## src/rtl/shiftreg_seq_ctrl_if.sv

```systemverilog
// Host-side command/result bundle for shiftreg_seq_ctrl.
// master = host/test controller, slave = sequencer.
interface shiftreg_seq_ctrl_if #(
  parameter int W    = 4,
  parameter int CNTW = 3
);
  logic            start;
  logic            ready;
  logic [W-1:0]    data_in;
  logic [W-1:0]    ser_in;
  logic [CNTW-1:0] shift_cnt;
  logic            abort;
  logic            busy;
  logic            done;
  logic [W-1:0]    ser_out;
  logic [W-1:0]    q_out;

  modport master (
    output start, data_in, ser_in, shift_cnt, abort,
    input  ready, busy, done, ser_out, q_out
  );

  modport slave (
    input  start, data_in, ser_in, shift_cnt, abort,
    output ready, busy, done, ser_out, q_out
  );
endinterface

```

## src/rtl/shiftreg_seq_ctrl.sv

```systemverilog
// Sequencer for a 4-bit load/shift register: clear, load,
// N serial shifts with capture, then report results.
module shiftreg_seq_ctrl #(
  parameter int W    = 4,
  parameter int CNTW = 3
) (
  input  logic               clk,
  input  logic               clr_n,
  shiftreg_seq_ctrl_if.slave host,
  output logic               sr_clr,
  output logic               sr_load,
  output logic [W-1:0]       sr_data,
  output logic               sr_ena,
  output logic               sr_A,
  input  logic [W-1:0]       sr_Q,
  input  logic               sr_E
);

  typedef enum logic [2:0] {
    CLEAR,
    IDLE,
    LOAD,
    SHIFT,
    DONE
  } state_t;

  typedef struct packed {
    logic [W-1:0]    data;
    logic [W-1:0]    ser;
    logic [CNTW-1:0] cnt;
  } cmd_t;

  localparam logic [CNTW-1:0] CMAX = CNTW'(W);

  state_t          state;
  cmd_t            cmd;
  logic [CNTW-1:0] idx;
  logic [W-1:0]    ser_q;
  logic [W-1:0]    q_q;
  logic [CNTW-1:0] cnt_sat;
  logic [W-1:0]    ser_sh;
  logic            last;
  logic            kill;

  assign cnt_sat = (host.shift_cnt > CMAX) ?
                   CMAX : host.shift_cnt;
  assign ser_sh  = cmd.ser >> idx;
  assign last    = (idx == cmd.cnt - CNTW'(1));
  assign kill    = host.abort &&
                   (state == LOAD ||
                    state == SHIFT ||
                    state == DONE);

  assign host.ser_out = ser_q;
  assign host.q_out   = q_q;

  always_comb begin
    sr_clr     = 1'b0;
    sr_load    = 1'b0;
    sr_data    = '0;
    sr_ena     = 1'b0;
    sr_A       = 1'b0;
    host.ready = 1'b0;
    host.busy  = 1'b0;
    host.done  = 1'b0;
    unique case (state)
      CLEAR: sr_clr = 1'b1;
      IDLE:  host.ready = 1'b1;
      LOAD: begin
        sr_load   = 1'b1;
        sr_data   = cmd.data;
        host.busy = 1'b1;
      end
      SHIFT: begin
        sr_ena    = 1'b1;
        sr_A      = ser_sh[0];
        host.busy = 1'b1;
      end
      DONE: begin
        host.busy = 1'b1;
        host.done = 1'b1;
      end
      default: ;
    endcase
  end

  // Abort leaves ser_out/q_out untouched; only clr_n wipes them.
  always_ff @(posedge clk) begin
    if (!clr_n) begin
      state <= CLEAR;
      cmd   <= '0;
      idx   <= '0;
      ser_q <= '0;
      q_q   <= '0;
    end else if (kill) begin
      state <= CLEAR;
    end else begin
      unique case (state)
        CLEAR: state <= IDLE;
        IDLE: begin
          if (host.start) begin
            cmd   <= '{data: host.data_in,
                       ser:  host.ser_in,
                       cnt:  cnt_sat};
            idx   <= '0;
            state <= LOAD;
          end
        end
        LOAD: begin
          ser_q <= '0;
          state <= (cmd.cnt == '0) ? DONE : SHIFT;
        end
        SHIFT: begin
          ser_q <= ser_q | (W'(sr_E) << idx);
          idx   <= idx + CNTW'(1);
          if (last) state <= DONE;
        end
        DONE: begin
          q_q   <= sr_Q;
          state <= IDLE;
        end
        default: state <= CLEAR;
      endcase
    end
  end

endmodule

```

## src/flat_wrapper.sv

```systemverilog
// flat-port wrapper written by rule: the top's interface ports become plain ports
module shiftreg_seq_ctrl_flat 
#(
  parameter int W    = 4,
  parameter int CNTW = 3
)
  (clk, clr_n, sr_clr, sr_load, sr_data, sr_ena, sr_A, sr_Q, sr_E, host_start, host_data_in, host_ser_in, host_shift_cnt, host_abort, host_ready, host_busy, host_done, host_ser_out, host_q_out);
  shiftreg_seq_ctrl_if #(.W(W), .CNTW(CNTW)) host_i ();
  input  logic clk;
  input  logic clr_n;
  output logic sr_clr;
  output logic sr_load;
  output logic [W-1:0] sr_data;
  output logic sr_ena;
  output logic sr_A;
  input  logic [W-1:0] sr_Q;
  input  logic sr_E;
  input wire logic [$bits(host_i.start)-1:0] host_start;
  input wire logic [$bits(host_i.data_in)-1:0] host_data_in;
  input wire logic [$bits(host_i.ser_in)-1:0] host_ser_in;
  input wire logic [$bits(host_i.shift_cnt)-1:0] host_shift_cnt;
  input wire logic [$bits(host_i.abort)-1:0] host_abort;
  output wire logic [$bits(host_i.ready)-1:0] host_ready;
  output wire logic [$bits(host_i.busy)-1:0] host_busy;
  output wire logic [$bits(host_i.done)-1:0] host_done;
  output wire logic [$bits(host_i.ser_out)-1:0] host_ser_out;
  output wire logic [$bits(host_i.q_out)-1:0] host_q_out;
  assign host_i.start = host_start;
  assign host_i.data_in = host_data_in;
  assign host_i.ser_in = host_ser_in;
  assign host_i.shift_cnt = host_shift_cnt;
  assign host_i.abort = host_abort;
  assign host_ready = host_i.ready;
  assign host_busy = host_i.busy;
  assign host_done = host_i.done;
  assign host_ser_out = host_i.ser_out;
  assign host_q_out = host_i.q_out;
  shiftreg_seq_ctrl #(.W(W), .CNTW(CNTW)) u_core (.clk(clk), .clr_n(clr_n), .host(host_i), .sr_clr(sr_clr), .sr_load(sr_load), .sr_data(sr_data), .sr_ena(sr_ena), .sr_A(sr_A), .sr_Q(sr_Q), .sr_E(sr_E));
endmodule
```

## config.mk

```make
export PLATFORM = sky130hd
export DESIGN_NAME = shiftreg_seq_ctrl_flat
export DESIGN_NICKNAME = d
export VERILOG_FILES = /design/src/rtl/shiftreg_seq_ctrl_if.sv /design/src/rtl/shiftreg_seq_ctrl.sv /design/src/flat_wrapper.sv
export SDC_FILE = /design/constraint.sdc
export NUM_CORES = 1
export LEC_CHECK = 0
export ABC_AREA = 0
export BUFFER_PORTS_ARGS = -buffer_cell sky130_fd_sc_hd__buf_2
export CAP_MARGIN = 20
export CELL_PAD_IN_SITES_DETAIL_PLACEMENT = 1
export CELL_PAD_IN_SITES_GLOBAL_PLACEMENT = 1
export CORE_UTILIZATION = 24
export DETAILED_ROUTE_END_ITERATION = 7
export PLACE_DENSITY = 0.54
export RECOVER_POWER = 50
export SETUP_SLACK_MARGIN = 0.3
export SYNTH_ARGS = -nofsm -noshare
export SYNTH_HDL_FRONTEND = slang
export SYNTH_SLANG_ARGS = --single-unit
```

## constraint.sdc

```tcl
create_clock -name clk -period 1.95 [get_ports clk]
set_input_delay 0.4875 -clock clk [delete_from_list [all_inputs] [get_ports clk]]
set_output_delay 0.4875 -clock clk [all_outputs]
set_load 0.01 [all_outputs]
```

* After elaboration in Yosys (flattened, before gate mapping) *
Cells that the tools add are included.

storage, ports and cells
  register bits = 25
  logic and storage cells = 53

operators by class
  add/subtract/negate cells = 2
  order comparisons = 1
  eq/ne operators = 7
  shift-type cells = 2
  muxes and demuxes = 16
  bitwise logic cells = 3
  reduce and logical (&&, ||, !) cells = 15

operators with widths
  kind                                                                     number
  3-bit two-way mux                                                        5
  3-bit one-hot mux with 4 select lines                                    1
  4-bit one-hot mux with 2 select lines                                    1
  1-bit two-way mux                                                        7
  3-bit by 2-bit == test with 1-bit output, second input constant          2
  3-bit zero test                                                          2
  3-bit one-hot mux with 2 select lines                                    1
  2-bit AND reduction                                                      3
  3-bit AND reduction                                                      2
  4-bit two-way mux                                                        1
  4-bit OR                                                                 1
  2-bit nonzero test                                                       2
  2-bit OR reduction                                                       2
  1-bit by 3-bit left shift with 4-bit output                              1
  4-bit by 3-bit >> shifter with 1-bit output                              1
  3-bit by 1-bit adder with 3-bit output, second input constant            1
  3-bit by 1-bit == test with 1-bit output, second input constant          1
  3-bit == test                                                            1
  3-bit == test, second input constant                                     1
  3-bit > comparator, second input constant                                1
  3-bit OR reduction                                                       1
  3-bit by 1-bit subtractor with 3-bit output, second input constant       1
  1-bit logical OR                                                         2
  2-bit by 1-bit inequality test with 1-bit output, second input constant  1
  3 further kinds                                                          4

* Logic depth before layout (Yosys ltp) *
Gate-level depths: netlist (run 1).

  depth after elaboration = 6
  depth in mapped cells = 6

* Least setup slack after synthesis (run 1) *
No wires, ideal clock.

  kind = reg2out
  from = register u_core.state[2]
  to = output port sr_data[0]
  arrival = 1,092 ps
  data required time = 1,462 ps
  slack = 370 ps
  stages on the path, launching flop included = 5
  buffers on the path = 1
  path through = dfxtp_1 buf_2 nand2b_1 nor2_1 and2_1

between the ends
  word-level cells in the longest chain between the ends = 2

ends and longest elaborated chain
  what                                      line                      source
  from (decl)                               shiftreg_seq_ctrl.sv:35   state_t state;
  from (signal assigned)                    shiftreg_seq_ctrl.sv:111  state <= (cmd.cnt == '0) ? DONE : SHIFT;
  3-bit by 2-bit == test with 1-bit output  shiftreg_seq_ctrl.sv:66   unique case (state)
  4-bit two-way mux                         shiftreg_seq_ctrl.sv:66
  to (decl)                                 flat_wrapper.sv:13        output logic [W-1:0] sr_data;

No other way between the ends.

* Final worst setup path (run 1) *
  from = register u_core.idx[0]
  to = output port sr_A

between the ends
  word-level cells in the longest chain between the ends = 2

ends and longest elaborated chain
  what                                         line                      source
  from (decl)                                  shiftreg_seq_ctrl.sv:37   logic [CNTW-1:0] idx;
  from (signal assigned)                       shiftreg_seq_ctrl.sv:115  idx <= idx + CNTW'(1);
  4-bit by 3-bit >> shifter with 1-bit output  shiftreg_seq_ctrl.sv:47   assign ser_sh = cmd.ser >> idx;
  1-bit two-way mux                            shiftreg_seq_ctrl.sv:66
  to (decl)                                    flat_wrapper.sv:15        output logic sr_A;

No other way between the ends.

==> results of run 1 <==
kinds of logic (layout without fill, tap and decap cells):
family,after synthesis,after routing,share of synthesized area [%]
AOI/OAI and AO/OA,28,28,16.0
buffers and inverters,14,66,4.99
and+or+nand+nor,55,55,26.9
muxes,5,5,5.20
adders and majority gates,3,3,3.12
DFF,25,25,41.6
xor gates and xnor gates,3,3,2.18
final timing paths:
kind | startpoint | end | slack [ns] | cells past startpoint
setup / recovery | u_core.idx[0] | sr_A | 0.06 | 3
hold / removal | host_ser_in[1] | u_core.cmd[4] | 0.44 | 3
setup reg to reg | u_core.state[1] | u_core.idx[0] | 0.16 | 5
hold reg to reg | u_core.cmd[9] | u_core.cmd[9] | 0.46 | 2
power groups by stage:
stage	Sequential [uW]	Combinational (uW)	Clock [uW]
floorplan	549	97.6	0
CTS	549	183	335
global route	543	223	354
detailed placement	560	148	0
global placement	558	147	0
finish	541	200	321
cell type report:
| type | count | area (um^2) |
|---|---|---|
| Clock buffer | 3 | 41.3 |
| Clock inverter | 1 | 7.51 |
| Fill cell | 590 | 3080 |
| Inverter | 7 | 26.3 |
| Multi-Input combinational cell | 94 | 702 |
| Sequential cell | 25 | 513 |
| Tap cell | 67 | 83.8 |
| Timing Repair Buffer | 55 | 329 |
synth_stat cells, types with 2 or more instances:
master    number  area [um^2]
a21oi_1       12         60.1
a41oi_1        4         35.0
and2_1         4         25.0
and4bb_1       2         25.0
buf_2          3         15.0
clkbuf_1       2         7.51
dfxtp_1       25          500
ha_1           3         37.5
inv_1          7         26.3
mux2i_1        4         40.0
nand2_1       22         82.6
nand2b_1       2         12.5
nand3b_1       2         15.0
nor2_1         9         33.8
nor3b_1        2         15.0
xor2_1         3         26.3
repair_timing:
item	4_1_cts	5_1_grt
pin swaps	9	6
buffers inserted	9	4
cloned	0	0
gates resized for setup	23	11
endpoints found under the setup margin	12	19
stage by stage:
stage / util, % / TNS (ns)
global placement: 30.8 / 0
global route: 35.6 / -0.0235
floorplan: - / 0
detailed placement: 30.8 / 0
finish: 35.6 / 0
CTS: 34.9 / 0
flip-flops by register name, indices dropped and copies added (netlist names):
register	cells
u_core.idx	3
u_core.state	3
u_core.host.q_out	4
u_core.host.ser_out	4
u_core.cmd	11
cell usage in the layout (no fill, tap or decap), types with 4 or more instances in the layout:
master / instances
inv_1: 7
buf_4: 8
clkbuf_1: 11
dfxtp_1: 19
buf_2: 28
a21oi_1: 12
nand2_1: 22
a41oi_1: 4
dfxtp_2: 4
buf_6: 6
mux2i_1: 4
nor2_1: 8
routing by layer:
| layer | vias up | global-route usage, % |
|---|---|---|
| met5 | - | 0 |
| met4 | 0 | 3.27 |
| met3 | 2 | 1.80 |
| met2 | 19 | 24.1 |
| met1 | 543 | 17.7 |
| li1 | 581 | - |
worst max-delay path, delay by kind of cell, from the launching register on:
| family | cells | cell delay, ns |
|---|---|---|
| muxes | 1 | 0.49 |
| DFF | 1 | 0.36 |
| and+or+nand+nor | 1 | 0.15 |
| buffers and inverters | 1 | 0.14 |
==> key figures, run 1 <==
Timing
  • Max Fclk: 0.530 GHz
  • Worst-Margin Slew: just over 0.6 ns
  • Final hold viol count: 0
  • Clk_skew: roughly 0.009 ns
  • # setup viols final: 0
  • Hold Slack: roughly 0.44 ns
  • Slew Limit Fails: 0
  • Setup WS post-layout: around 0.064 ns
  • RSZ-0062 raised after global routing: yes
  • Tmin final: 1.89 ns
  • Post-route clock period utilization: between 90% and 100%
  • Rel. slew slack: 58.7%

Route
  • Total Wirelength: about 3400 um
  • Detail Route Antenna Nets: 0
  • Drc violations: 0
  • M1 wire length: about 1500 um
  • Detailed Routing Iterations Pass 1: 4
  • Top routing layer used: met4
  • Vias/cell: 4.54
  • Drt wl/cell: 13.6 um
  • Metal3 WL: around 100 um
  • Vias post-DR: roughly 1100
  • 1st-iter DRT viols: 37
  • Wire length on met2: 1780 um

GRT
  • Pin count of the biggest net entering global routing: 19
  • Initial antenna violation count: 0
  • Global route total overflow: 0
  • First-pass GRT wire length: about 5600 um
  • Vias in the first global route: 1177
  • Total GRT Usage: ~14%

Critical path
  • CP Cell Sequence: mux4_2 > nor3b_1 > buf_2
  • Critical Path AT: 1.40 ns
  • Crit-path max FO: 2
  • CP Launch Type: flip-flop
  • Critical Path RT: between 1 and 1.5 ns
  • Worst path max stage delay: ~0.49 ns
  • CP max-delay cell: mux4_2
  • Worst Setup Path Type: flip-flop to output pin
  • Crit. End Element: output pin

Layout
  • Nets: around 210
  • Share of cells above drive strength 1: 37.3%
  • Synth-to-layout area growth: 41.5%
  • Diode count: 0
  • Design area: about 1700 um^2
  • Final std cells w/o fill: around 250

Power
  • Int Power: 768 uW
  • Gate power share: between 10% and 20%
  • NetSw: ~290 uW
  • Sw Share: ~28%
  • Leakage dissipation: around 0.00068 uW
  • Max rail drop VDD: roughly 0.3 mV
  • Clock share of power: 30.3%
  • Power per Cell Area: between 600 and 700 nW/um^2
  • Register share of total power: 50.9%
  • Total power: 1060 uW

Yosys
  • Synth cell types: between 40 and 50
  • Sequential fraction of the synthesis area: between 40% and 50%
  • Avg Cell Area, Syn: around 9.1 um^2
  • Number of synthesized flops with an enable pin: 0
  • Asr flop ratio synth: 0%
  • Post-synthesis register bit count: 25
  • Mapped Area: roughly 1200 um^2
  • Synth warn: 0
  • Post-Syn Instances: 133
  • Top_reg_cell synth: dfxtp_1
  • Synthesized Nets: between 150 and 200

Die
  • Die X: approximately 73 um
  • Row count: 25
  • Ports: 39
  • Die Area: roughly 5300 um^2
  • Core area: roughly 4800 um^2
  • Starting Density: between 20% and 30%
  • Die Ht: 72.8 um

Clock tree
  • CTS tree: done
  • CTS buffer count: 3
  • Hold buffers post-CTS: 0
  • CTS clk-pin slew, worst paths: about 0.10 ns
  • Clk sinks: 25
  • Root buffer cell: clkbuf_8
  • Clk Latency, worst-skew pair: ~0.27 ns
  • CTS H-tree lvls: 1
  • Maximum root-to-sink buffer count: 2

Place
  • Port bufs: 38
  • Placed cells: about 240
  • Placed inst area: between 1000 and 1500 um^2
  • Gpl congestion: 0.716
  • Hpwl dp: 2560 um
  • Place WS: roughly 0.2 ns

Outcome
  • Status: finished, final reports clean

Run
  • MaxCap Viol Count: 0

Worst hold path
  • Min-Delay Path Class: input port to flip-flop
(Power assumes the default switching activity.)
==> run 2: changes to the inputs <==
--- a/config.mk
+++ b/config.mk
@@ -5,14 +5,14 @@
 export SDC_FILE = /design/constraint.sdc
 export NUM_CORES = 1
 export LEC_CHECK = 0
-export ABC_AREA = 0
+export ABC_AREA = 1
 export BUFFER_PORTS_ARGS = -buffer_cell sky130_fd_sc_hd__buf_2
 export CAP_MARGIN = 20
 export CELL_PAD_IN_SITES_DETAIL_PLACEMENT = 1
 export CELL_PAD_IN_SITES_GLOBAL_PLACEMENT = 1
 export CORE_UTILIZATION = 24
 export DETAILED_ROUTE_END_ITERATION = 7
-export PLACE_DENSITY = 0.54
+export PLACE_DENSITY = 0.57
 export RECOVER_POWER = 50
 export SETUP_SLACK_MARGIN = 0.3
 export SYNTH_ARGS = -nofsm -noshare
==> run 2 against run 1 <==
Cell count grew 15%. Highest routed layer unchanged. Clock skew shrank 0.0024 ns. Register-to-register slack gained 0.15 ns.
==> key figures, run 2 <==
Clock tree
  • Maximum root-to-sink buffer count: 2
  • CTS H-tree lvls: 1
  • Root buffer cell: clkbuf_8
  • CTS tree: done
  • Clk Latency, worst-skew pair: 0.27 ns
  • Hold buffers post-CTS: 0
  • Clk sinks: 25
  • CTS clk-pin slew, worst paths: roughly 0.090 ns
  • CTS buffer count: 3

Timing
  • # setup viols final: 0
  • Rel. slew slack: roughly 68%
  • Slew Limit Fails: 0
  • Worst-Margin Slew: 0.473 ns
  • Post-route clock period utilization: between 90 and 100%
  • Max Fclk: 0.569 GHz
  • Clk_skew: 0.00664 ns
  • Final hold viol count: 0
  • Setup_tns: 0 ns
  • Tmin final: between 1.5 and 2 ns
  • RSZ-0062 raised after global routing: yes

Yosys
  • Ranking of synthesized cells by area: dfxtp_1 (42%), nand2_1 (9.8%), a21oi_1 (8.8%)
  • Synth warn: 0
  • Mapped Area: roughly 1200 um^2
  • Synth Area in Compound Gates: between 15 and 20%
  • Mux share of post-synthesis cell area: 0%
  • Asr flop ratio synth: 0%
  • Synth top area share: 42.1%
  • Post-synth top area cell: dfxtp_1
  • Synthesized Nets: roughly 200
  • Synth Area in Adders: 3.15%
  • XOR/XNOR share of the synthesized area: 0%
  • Post-synth top cells: nand2_1 (31), inv_1 (28), nor2_1 (27)
  • Top_reg_cell synth: dfxtp_1
  • Sequential fraction of the synthesis area: between 40 and 50%
  • Largest family of logic cells by synthesized area: simple AND/OR/NAND/NOR gates
  • Post-synthesis simple-gate area fraction: roughly 27%
  • Post-synthesis register bit count: 25
  • Avg Cell Area, Syn: between 6 and 7 um^2
  • Synth cell types: 22
  • Number of synthesized flops with an enable pin: 0
  • Most common cell in the netlist: nand2_1
  • Post-Syn Instances: around 170

Die
  • Core area: ~4800 um^2
  • Die X: between 70 and 80 um
  • Die Ht: slightly above 70 um
  • Ports: 39
  • Row count: 25
  • Starting Density: around a quarter
  • Die Area: 5240 um^2

Critical path
  • CP max-delay cell: dfxtp_1
  • Critical Path Most Common Cell: buf_6
  • CP Cell Sequence: inv_2 > nor2_4 > nand2_2 > buf_4 > buf_6 > inv_4 > buf_6
  • Crit-path max FO: 3
  • Worst path max stage delay: between 0.3 and 0.4 ns
  • Crit. End Element: output pin
  • CP Launch Type: flip-flop
  • Reg2Reg Depth: 8
  • Worst Setup Path Type: flip-flop to output pin
  • Critical Path AT: approximately 1.3 ns
  • Critical Path RT: ~1.5 ns

GRT
  • Initial antenna violation count: 0
  • Vias in the first global route: 1196
  • Global route total overflow: 0
  • First-pass GRT wire length: roughly 5500 um
  • Pin count of the biggest net entering global routing: 20
  • Total GRT Usage: 13.7%

Route
  • Drt wl/cell: ~12 um
  • Detail Route Antenna Nets: 0
  • Total Wirelength: roughly 3400 um
  • Detailed Routing Iterations Pass 1: 4
  • Drc violations: 0
  • 1st-iter DRT viols: 27
  • Vias/cell: 4.35
  • Vias post-DR: about 1300

Run
  • MaxCap Viol Count: 0

Layout
  • Commonest non-fill, non-tap cell in the layout: buf_2
  • Diode count: 0
  • Share of cells above drive strength 1: 28.6%
  • Synth-to-layout area growth: 36.7%
  • Max reg flops: 11
  • Fill count: approximately 640
  • Nets: about 250
  • Largest register by flop count: u_core.cmd
  • Most frequent cells in the layout: buf_2 (27), nand2_1 (26), inv_1 (25)

Worst hold path
  • Worst hold stages: 3
  • Min-Delay Path Class: input port to flip-flop

Place
  • Hpwl dp: approximately 2400 um
  • Port bufs: 38
  • Gpl congestion: roughly 0.73

Power
  • Total power: roughly 1800 uW
  • Max rail drop VDD: 0.336 mV
  • Power per Cell Area: 1120 nW/um^2
  • Leakage dissipation: ~0.00074 uW

Outcome
  • Status: finished, final reports clean
run 2: cell count changes in the layout (fill, tap and decap cells not counted), moves of 3 or more:
cell	before	now
a21oi_1	12	20
nand2_2	0	6
nand3_1	1	10
a41oi_1	4	1
inv_2	0	3
mux2i_1	4	0
o21ai_0	1	11
inv_1	7	25
nor2_1	8	24
nand2_1	22	26
dfxtp_1	19	22
xor2_1	3	0
run 2: worst paths after layout:
kind | start | endpoint | slack, ns
min reg2reg | u_core.host.ser_out[0] | u_core.host.ser_out[0] | 0.45
max reg2reg | u_core.state[2] | u_core.idx[2] | 0.31
max | u_core.state[1] | sr_ena | 0.19
min | host_ser_in[2] | u_core.cmd[5] | 0.44
run 2: logic make-up after synthesis:
family                     count (synthesis)
AOI/OAI and AO/OA                         37
adders and majority gates                  3
buffers and inverters                     33
DFF                                       25
and+or+nand+nor                           74
run 2: critical path, delay by kind of cell (launching register included):
family | cells | cell delay [ns]
buf+inv | 5 | 0.46
flops | 1 | 0.38
simple gates | 2 | 0.16
run 2: cell type report:
cell class | instances | area (um^2) | area share (%)
multi-input cells | 114 | 584 | 35.9
flip-flops and latches | 25 | 504 | 31.0
repair buffers | 51 | 293 | 18.0
inverters | 30 | 116 | 7.15
well taps | 67 | 83.8 | 5.15
clock buffers | 4 | 45.0 | 2.77
run 2: repair_timing:
item | 4_1_cts | 5_1_grt
setup endpoints to repair | 9 | 13
resized for setup | 12 | 15
pin swaps | 1 | 4
buffers inserted | 7 | 4
run 2: layer usage:
layer | vias up | wire [um] | track usage (%) | share of wire, %
met3 | 7 | 115 | 2.50 | 3.4
met5 | - | 0 | 0 | 0
li1 | 652 | - | - | -
met2 | 27 | 1610 | 22.2 | 48
met1 | 580 | 1560 | 17.9 | 46
met4 | 0 | 70 | 5.88 | 2.1
run 2: stage by stage:
stage                     hold WS, ns  std cells  setup slack, ns  area [um^2]  utilization, %
after global placement          0.438        276            0.331         1460            30.7
after CTS                       0.440        287            0.204         1580            33.2
after floorplan                 0.430        172            0.494         1190               -
final                           0.443        291            0.193         1630            34.2
after detailed placement        0.438        276            0.310         1460            30.7
after global routing            0.449        291           0.0836         1630            34.2
run 2: report_power, final:
group	internal, uW	total, uW	switching, uW
sequential	607	681	73.2
combinational	346	820	475
clock	147	321	174
total	1100	1820	722
==> run 3: changes to the inputs <==
--- a/config.mk
+++ b/config.mk
@@ -12,7 +12,7 @@
 export CELL_PAD_IN_SITES_GLOBAL_PLACEMENT = 1
 export CORE_UTILIZATION = 24
 export DETAILED_ROUTE_END_ITERATION = 7
-export PLACE_DENSITY = 0.57
+export PLACE_DENSITY = 0.59
 export RECOVER_POWER = 50
 export SETUP_SLACK_MARGIN = 0.3
 export SYNTH_ARGS = -nofsm -noshare
==> constraint.sdc (replaced) <==
create_clock -name clk -period 1.56 [get_ports clk]
set_input_delay 0.39 -clock clk [delete_from_list [all_inputs] [get_ports clk]]
set_output_delay 0.39 -clock clk [all_outputs]
set_load 0.01 [all_outputs]
==> run 3 against run 2 <==
The run now ends with setup timing left. Sequential cell count unchanged. Sequential share of layout area decreased by 3.9 points. Global-route usage increased by 0.33 points. Via count increased by 1.4%. Worst hold slack got worse by 0.085 ns. Count of clock-buffer cells in the layout decreased by 1. Combinational power increased by 70%. Critical path depth unchanged. Largest cell class unchanged. Largest power group unchanged.
==> key figures, run 3 (synthesized netlist as in run 2, its figures left out) <==
Timing
  • Max Fclk: 0.602 GHz
  • Clk_skew: approximately 0.0081 ns
  • Setup WS post-layout: -0.101 ns
  • Slew Limit Fails: 0
  • RSZ-0062 raised after global routing: yes
  • Worst-Margin Slew: 0.453 ns
  • # setup viols final: 8
  • Hold Slack: 0.357 ns
  • Rel. slew slack: 69.5%
  • Tmin final: around 1.7 ns
  • Final hold viol count: 0
  • Post-route clock period utilization: 106%

GRT
  • Busiest layer in global routing: met2
  • Global route total overflow: 0
  • First-pass GRT wire length: approximately 5700 um
  • Vias in the first global route: about 1200
  • GR Util met2: approximately a quarter
  • Met1 GRT Util: 17.8%
  • Initial antenna violation count: 0
  • Total GRT Usage: between 10 and 15%
  • Global-route met3 utilization: 3.89%
  • Pin count of the biggest net entering global routing: 15

Layout
  • Commonest non-fill, non-tap cell in the layout: buf_2
  • Final std cells w/o fill: approximately 290
  • Design area: between 1500 and 2000 um^2
  • Fill count: between 600 and 700
  • Share of cells above drive strength 1: roughly 46%
  • Nets: around 250
  • Most frequent cells in the layout: buf_2 (29), inv_1 (23), nand2_1 (22)
  • Diode count: 0
  • Synth-to-layout area growth: 58.8%
  • Max reg flops: 11
  • Largest register by flop count: u_core.cmd

Place
  • Hpwl dp: roughly 2400 um
  • Placed cells: 280
  • Placed inst area: around 1500 um^2
  • Gpl congestion: approximately 0.74
  • Port bufs: 38

Clock tree
  • Clk sinks: 25
  • CTS tree: done
  • CTS clk-pin slew, worst paths: 0.10 ns
  • Root buffer cell: clkbuf_8
  • Clk Latency, worst-skew pair: between 0.2 and 0.3 ns
  • Maximum root-to-sink buffer count: 2
  • CTS buffer count: 3
  • CTS H-tree lvls: 1

Critical path
  • Critical Path AT: around 1.3 ns
  • Crit-path max FO: 2
  • CP Cell Sequence: inv_2 > nor2_4 > nand2_2 > nor2_1 > nand2_1 > a21oi_2 > buf_2
  • Worst path max stage delay: 0.36 ns
  • CP max-delay cell: dfxtp_4
  • CP Launch Type: flip-flop
  • Worst Setup Path Type: flip-flop to output pin
  • Crit. End Element: output pin
  • Family with the most delay on the worst path: flip-flops
  • R2r setup slk: roughly 0.16 ns
  • Critical Path RT: approximately 1.2 ns
  • Buf/Inv on CP: 2

Run
  • MaxCap Viol Count: 0

Die
  • Die X: 72.4 um
  • Row count: 25
  • Core area: 4750 um^2
  • Ports: 39
  • Die Area: 5240 um^2
  • Starting Density: between 20% and 30%
  • Die Ht: approximately 72 um

Power
  • Leakage dissipation: between 0.0007 and 0.0008 uW
  • Max rail drop VDD: ~0.49 mV
  • Power per Cell Area: about 1400 nW/um^2
  • Total power: between 2000 and 3000 uW

Route
  • Vias post-DR: between 1000 and 1500
  • 1st-iter DRT viols: 27
  • Detail Route Antenna Nets: 0
  • Drc violations: 0
  • Detailed Routing Iterations Pass 1: 4
  • Total Wirelength: ~3400 um
  • Vias/cell: ~4.4
  • Drt wl/cell: roughly 12 um

Outcome
  • Failing checks: setup timing
  • Status: finished with violations

Worst hold path
  • Min-Delay Path Class: input port to flip-flop
run 3: cell types whose count changed in the layout (fill, tap and decap cells not counted), sizes merged:
cell | previous run | this run
buf | 40 | 44
clkbuf | 15 | 11
nand2 | 32 | 34
clkinv | 1 | 2
run 3: where the power goes:
| part | leakage [uW] | internal (uW) | switching, uW |
|---|---|---|---|
| sequential | 0.000206 | 771 | 93.0 |
| combinational | 0.000568 | 609 | 777 |
| clock | 0.0000255 | 179 | 216 |
| total | 0.000799 | 1560 | 1090 |
run 3: area by class of cell:
| type | instances | area (um^2) | area share, % |
|---|---|---|---|
| repair buffers | 52 | 323 | 17.1 |
| inverters | 30 | 128 | 6.75 |
| multi-input cells | 116 | 797 | 42.2 |
| flip-flops and latches | 25 | 512 | 27.1 |
| clock inverters | 1 | 5.00 | 0.265 |
| well taps | 67 | 83.8 | 4.44 |
| clock buffers | 3 | 41.3 | 2.19 |
run 3: through the flow:
| step | TNS, ns | util, % | setup slack [ns] |
|---|---|---|---|
| floorplan | 0 | - | 0.273 |
| global route | -1.28 | 39.7 | -0.182 |
| finish | -0.453 | 39.7 | -0.101 |
| global placement | 0 | 32.0 | 0.135 |
| detailed placement | 0 | 32.0 | 0.133 |
| CTS | -0.729 | 36.7 | -0.0974 |
run 3: layer usage:
metal  vias to the layer above  part of all wire (%)
li1                        663                     -
met2                        16                    49
met5                         -                     0
met4                         0                   1.2
met1                       601                    46
met3                         4                   3.5
run 3: worst paths after layout:
| check | from | cells past startpoint | to |
|---|---|---|---|
| setup / recovery | u_core.state[1] | 7 | sr_A |
| hold / removal | host_ser_in[2] | 3 | u_core.cmd[5] |
| setup reg to reg | u_core.state[2] | 8 | u_core.cmd[1] |
| hold reg to reg | u_core.host.ser_out[2] | 2 | u_core.host.ser_out[2] |
run 3: tightest hold or removal path: cells and delay by family:
| family | cells | cell delay [ns] |
|---|---|---|
| AO/OA/AOI/OAI | 1 | 0.05 |
| AND/OR/NAND/NOR | 1 | 0.07 |
| buffers and inverters | 1 | 0.08 |
run 3: timing repair:
item | 4_1_cts | 5_1_grt
buffers inserted | 5 | 3
setup endpoints to repair | 31 | 36
cloned | 2 | 0
hold buffers | 0 | 0
gates resized for setup | 39 | 37
pin swaps | 8 | 16
